### src/rtl/bit_index_decoder.sv
// bit_index_decoder: rebuilds an N-bit word from a stream of set-bit indices
// that arrive highest-first. The word is held in HOLD until out_ready.
// Optional ordering/duplicate checking is built when BIT_INDEX_ERR_CHECK_EN
// is defined; this adds the out_err port and the last-index tracking flops.
//
// Handshake: an input beat transfers only in a cycle where in_valid and
// in_ready are both 1. An output word transfers in a cycle where out_valid
// and out_ready are both 1. out_valid/out_word/out_count (and out_err) hold
// steady until that transfer happens.
module bit_index_decoder #(
  parameter int N = 4,
  localparam int IW = $clog2(N)
) (
  input  logic          clk,
  input  logic          reset,
  input  logic          in_valid,
  output logic          in_ready,
  input  logic [IW-1:0] in_idx,
  input  logic          in_nil,
  input  logic          in_last,
  output logic          out_valid,
  input  logic          out_ready,
  output logic [N-1:0]  out_word,
  output logic [IW:0]   out_count,
`ifdef BIT_INDEX_ERR_CHECK_EN
  output logic          out_err,
`endif
  output logic [1:0]    dbg_state
);

  typedef enum logic [1:0] {
    IDLE    = 2'd0,
    COLLECT = 2'd1,
    HOLD    = 2'd2
  } state_t;

  state_t        state_q, state_d;
  logic [N-1:0]  word_q, word_d;
  logic [IW:0]   count_q, count_d;
  logic          out_valid_q, out_valid_d;
  logic          accept;
  logic          idx_ok;

  assign in_ready  = (state_q != HOLD);
  assign accept    = in_valid && in_ready;
  assign idx_ok    = (int'(in_idx) < N);
  assign out_valid = out_valid_q;
  assign out_word  = out_valid_q ? word_q : '0;
  assign out_count = out_valid_q ? count_q : '0;
  assign dbg_state = state_q;

  // Next-state, word and count update for accepted beats and HOLD release
  always_comb begin
    state_d = state_q;
    word_d  = word_q;
    count_d = count_q;
    case (state_q)
      IDLE, COLLECT: begin
        if (accept) begin
          if (!in_nil && idx_ok && !word_q[in_idx]) begin
            word_d[in_idx] = 1'b1;
            count_d        = count_q + (IW+1)'(1);
          end
          state_d = in_last ? HOLD : COLLECT;
        end
      end
      HOLD: begin
        if (out_ready) begin
          state_d = IDLE;
          word_d  = '0;
          count_d = '0;
        end
      end
      default: begin
        state_d = IDLE;
        word_d  = '0;
        count_d = '0;
      end
    endcase
    out_valid_d = (state_d == HOLD);
  end

  // State, word, count and registered out_valid
  always_ff @(posedge clk or posedge reset) begin
    if (reset) begin
      state_q     <= IDLE;
      word_q      <= '0;
      count_q     <= '0;
      out_valid_q <= 1'b0;
    end else begin
      state_q     <= state_d;
      word_q      <= word_d;
      count_q     <= count_d;
      out_valid_q <= out_valid_d;
    end
  end

`ifdef BIT_INDEX_ERR_CHECK_EN
  logic [IW-1:0] last_idx_q, last_idx_d;
  logic          have_idx_q, have_idx_d;
  logic          err_q, err_d;

  assign out_err = out_valid_q ? err_q : 1'b0;

  // Track the previous non-nil index of the message; flag non-descending order
  always_comb begin
    last_idx_d = last_idx_q;
    have_idx_d = have_idx_q;
    err_d      = err_q;
    if (accept && !in_nil) begin
      if (have_idx_q && (in_idx >= last_idx_q)) begin
        err_d = 1'b1;
      end
      last_idx_d = in_idx;
      have_idx_d = 1'b1;
    end else if ((state_q == HOLD) && out_ready) begin
      last_idx_d = '0;
      have_idx_d = 1'b0;
      err_d      = 1'b0;
    end
  end

  // Error-tracking registers
  always_ff @(posedge clk or posedge reset) begin
    if (reset) begin
      last_idx_q <= '0;
      have_idx_q <= 1'b0;
      err_q      <= 1'b0;
    end else begin
      last_idx_q <= last_idx_d;
      have_idx_q <= have_idx_d;
      err_q      <= err_d;
    end
  end
`endif

endmodule
### config.mk
export PLATFORM = sky130hd
export DESIGN_NAME = bit_index_decoder
export DESIGN_NICKNAME = d
export VERILOG_FILES = /design/src/rtl/bit_index_decoder.sv
export SDC_FILE = /design/constraint.sdc
export NUM_CORES = 1
export LEC_CHECK = 0
export ABC_AREA = 1
export ABC_CLOCK_PERIOD_IN_PS = 2660
export BUFFER_PORTS_ARGS = -buffer_cell sky130_fd_sc_hd__buf_2
export CAP_MARGIN = 20
export CORE_UTILIZATION = 35
export CTS_BUF_LIST = sky130_fd_sc_hd__clkbuf_4 sky130_fd_sc_hd__clkbuf_8 sky130_fd_sc_hd__clkbuf_16
export CTS_CLUSTER_SIZE = 28
export DETAILED_ROUTE_END_ITERATION = 8
export GPL_TIMING_DRIVEN = 0
export PLACE_DENSITY = 0.56
export SLEW_MARGIN = 20
export SYNTH_ARGS = -nofsm -noshare
export SYNTH_HDL_FRONTEND = slang
export SYNTH_SLANG_ARGS = --single-unit
### constraint.sdc
create_clock -name clk -period 2.66 [get_ports clk]
set_input_delay 0.133 -clock clk [delete_from_list [all_inputs] [get_ports clk]]
set_output_delay 0.133 -clock clk [all_outputs]
set_load 0.02 [all_outputs]
==> metrics <==
worst min path class=in2reg; clock share of power=around 17%; period utilization=45.9%; first-pass GRT wire length=~2200 microns; min Tclk post-route=approximately 1.2 ns; Worst Tran Pin Value=0.388 ns; Root Buffer=clkbuf_4; max-slew violations=0; internal power=approximately 0.35 mW; GRT overflow=0; DRT iter0 DRCs=8; kind of critical path=reg2reg; Lkg Pwr=0.484 nW; final core utilization=48.5%; library cells used by synthesis=18; Final ANT Viol Nets=0; synthesized area=622 sq um; Synthesis Warnings=0; # setup viols final=0; placed wire-length estimate=~950 microns; Worst Setup End Kind=register; net count after synthesis=94; Post-Route Setup TNS=0 ns; Post-Syn Area per Cell=between 7 and 8 sq um; I/O pins=19; synthesis-stage register bit count=10; Slew Limit Headroom=74.1%; Worst Reg-to-Reg Cells=7; f_max=820 MHz; Worst EP arrival=around 1.4 ns; status=complete, no violations; Max Root-Sink Buffers=2; sw power=between 0.2 and 0.3 mW; switch share=41.8%; logic gate share of total power=between 40 and 50%; WHS=0.143 ns; Hold Vio Cnt, Final=0; Core ar.=between 0.0015 and 0.002 sq mm; gpl congestion=0.746; MaxCap Viol Count=0; First-pass DRT Iterations=6; share of cells above drive strength 1=a little under a third; CTS Buf Count=3; Placed Cells incl. Taps=119; # DRC=0; vias in the first global route=about 540; pwr dens=about 790 mW/mm^2; Non-Filler Instances=123; CP Launch Type=register; Tot GR Track Use=15.9%; P&R area growth vs syn=22.9%; CP Launch Point=dbg_state[0]$_DFF_PP0_; metal2 WL=613 microns; vias=between 500 and 600; via/cell ratio=4.82; Cell Rows=14; end of the critical path=count_q[2]$_DFFE_PP0P_; CTS tree=done; detailed-route wire length per cell=between 10 and 15 microns; worst r2r dst=count_q[2]$_DFFE_PP0P_; Clk Latency, worst-skew pair=roughly 0.27 ns; largest net degree at the start of global routing=11; die width=44.2 microns; Post-Syn Instances=85; Reg2Reg Setup Slack=~1.4 ns; M1 WL=580 microns; Reg power frac=42.7%; register area share after synthesis=40.2%; Clock Pin Slew Worst Setup and Hold Paths=0.06 ns; Setup Fix Bufs, Post-CTS=0; WL met3=roughly 70 microns; initial core utilization=39.4%; initial antenna violation count=0; Nets=about 120; IO buf count=18; die height=between 40 and 50 microns; final WL=around 1300 microns; CP required=2.82 ns; crit path max fanout=8; Die ar.=0.00195 sq mm; r2r startpoint=dbg_state[0]$_DFF_PP0_; maximum vdd drop=around 0.39 mV; Clock Skews=~0.0062 ns; top layer reached by signal wires=met4; CTS Sinks=10; Max H-tree Level=1; post_cts resized=0; RSZ-0062 raised after global routing=no; Ant. Diodes=0
==> critical path: stages, from the launching register on <==
cell and delay [ns]:
dfrtp_1 0.40, inv_2 0.06, nand2_2 0.06, or2_1 0.26, nand2_4 0.13, nand2_4 0.09
nand2_1 0.06, nand2_1 0.05
==> power by group through the flow <==
stage	Combinational (mW)	Clock, mW	Sequential, mW
3_3_place_gp	0.241	0	0.262
6_report	0.243	0.105	0.260
2_1_floorplan	0.181	0	0.258
5_1_grt	0.276	0.115	0.269
4_1_cts	0.247	0.107	0.259
3_5_place_dp	0.244	0	0.262
==> cells in the final DEF, fill, tap and decap left out, types with 3 or more instances in the layout <==
| cell | synthesis | final |
|---|---|---|
| nand2_2 | 3 | 3 |
| nand3_1 | 10 | 10 |
| clkbuf_4 | 0 | 3 |
| nand2_4 | 3 | 3 |
| a21oi_1 | 3 | 3 |
| nor2_1 | 7 | 7 |
| nand2_1 | 23 | 23 |
| inv_1 | 13 | 13 |
| dfrtp_1 | 10 | 10 |
| buf_2 | 1 | 19 |
==> logic make-up after synthesis <==
kind of cell             share of synthesized area [%]
AO/OA/AOI/OAI                                     5.23
flip-flops                                        40.2
buffers and inverters                             9.86
XOR/XNOR                                          1.41
adder cells (fa/ha/maj)                           2.01
AND/OR/NAND/NOR                                   41.2
==> cell type report <==
| type | count | area, sq um |
|---|---|---|
| buffer | 1 | 5.00 |
| clock buffer | 3 | 22.5 |
| fill | 162 | 812 |
| inverter | 15 | 56.3 |
| multi-input combinational | 59 | 310 |
| sequential | 10 | 250 |
| tap | 16 | 20.0 |
| timing repair buffer | 19 | 100 |
==> synthesized netlist by cell type <==
cell / number / area [sq um]
nand2_1: 23 / 86.3
a21oi_1: 3 / 15.0
inv_2: 2 / 7.51
nor2_2: 1 / 6.26
inv_1: 13 / 48.8
nor2_4: 2 / 22.5
o211ai_1: 1 / 7.51
nand2_2: 3 / 18.8
buf_2: 1 / 5.00
ha_1: 1 / 12.5
nand3_1: 10 / 50.1
dfrtp_1: 10 / 250
o21ai_1: 2 / 10.0
nand4_1: 1 / 6.26
or2_1: 1 / 6.26
nor2_1: 7 / 26.3
xnor2_1: 1 / 8.76
nand2_4: 3 / 33.8
==> metal layers <==
layer  track usage [%]  vias up
li1                  -      309
met1              19.8      259
met2              25.3       21
met3              2.45        4
met4              10.9        0
met5                 0        -
==> through the flow <==
step	power, mW	worst slack (ns)	area (sq um)
floorplan	0.439	1.36	622
global placement	0.502	1.45	732
detailed placement	0.506	1.45	732
CTS	0.613	1.44	764
global route	0.660	1.33	764
finish	0.608	1.44	764
==> registers in the layout, indices dropped and copies added (netlist names) <==
| register | count |
|---|---|
| dbg_state | 2 |
| count_q | 3 |
| word_q | 4 |
| out_valid | 1 |
==> how the worst min path moves through the flow <==
stage,start,endpoint,cells past startpoint
5_1_grt,in_valid,dbg_state[0]$_DFF_PP0_,3
6_report,in_valid,dbg_state[0]$_DFF_PP0_,3
2_1_floorplan,reset,count_q[0]$_DFFE_PP0P_,1
3_3_place_gp,reset,dbg_state[0]$_DFF_PP0_,2
3_5_place_dp,reset,dbg_state[0]$_DFF_PP0_,2
4_1_cts,in_valid,dbg_state[0]$_DFF_PP0_,3
==> timing repair <==
| item | CTS | global route |
|---|---|---|
| hold endpoints to repair | 10 | 0 |
| endpoints found under the setup margin | 0 | 0 |
| hold buffers | 1 | 0 |
No activity file was read; power rests on OpenSTA's default activity.
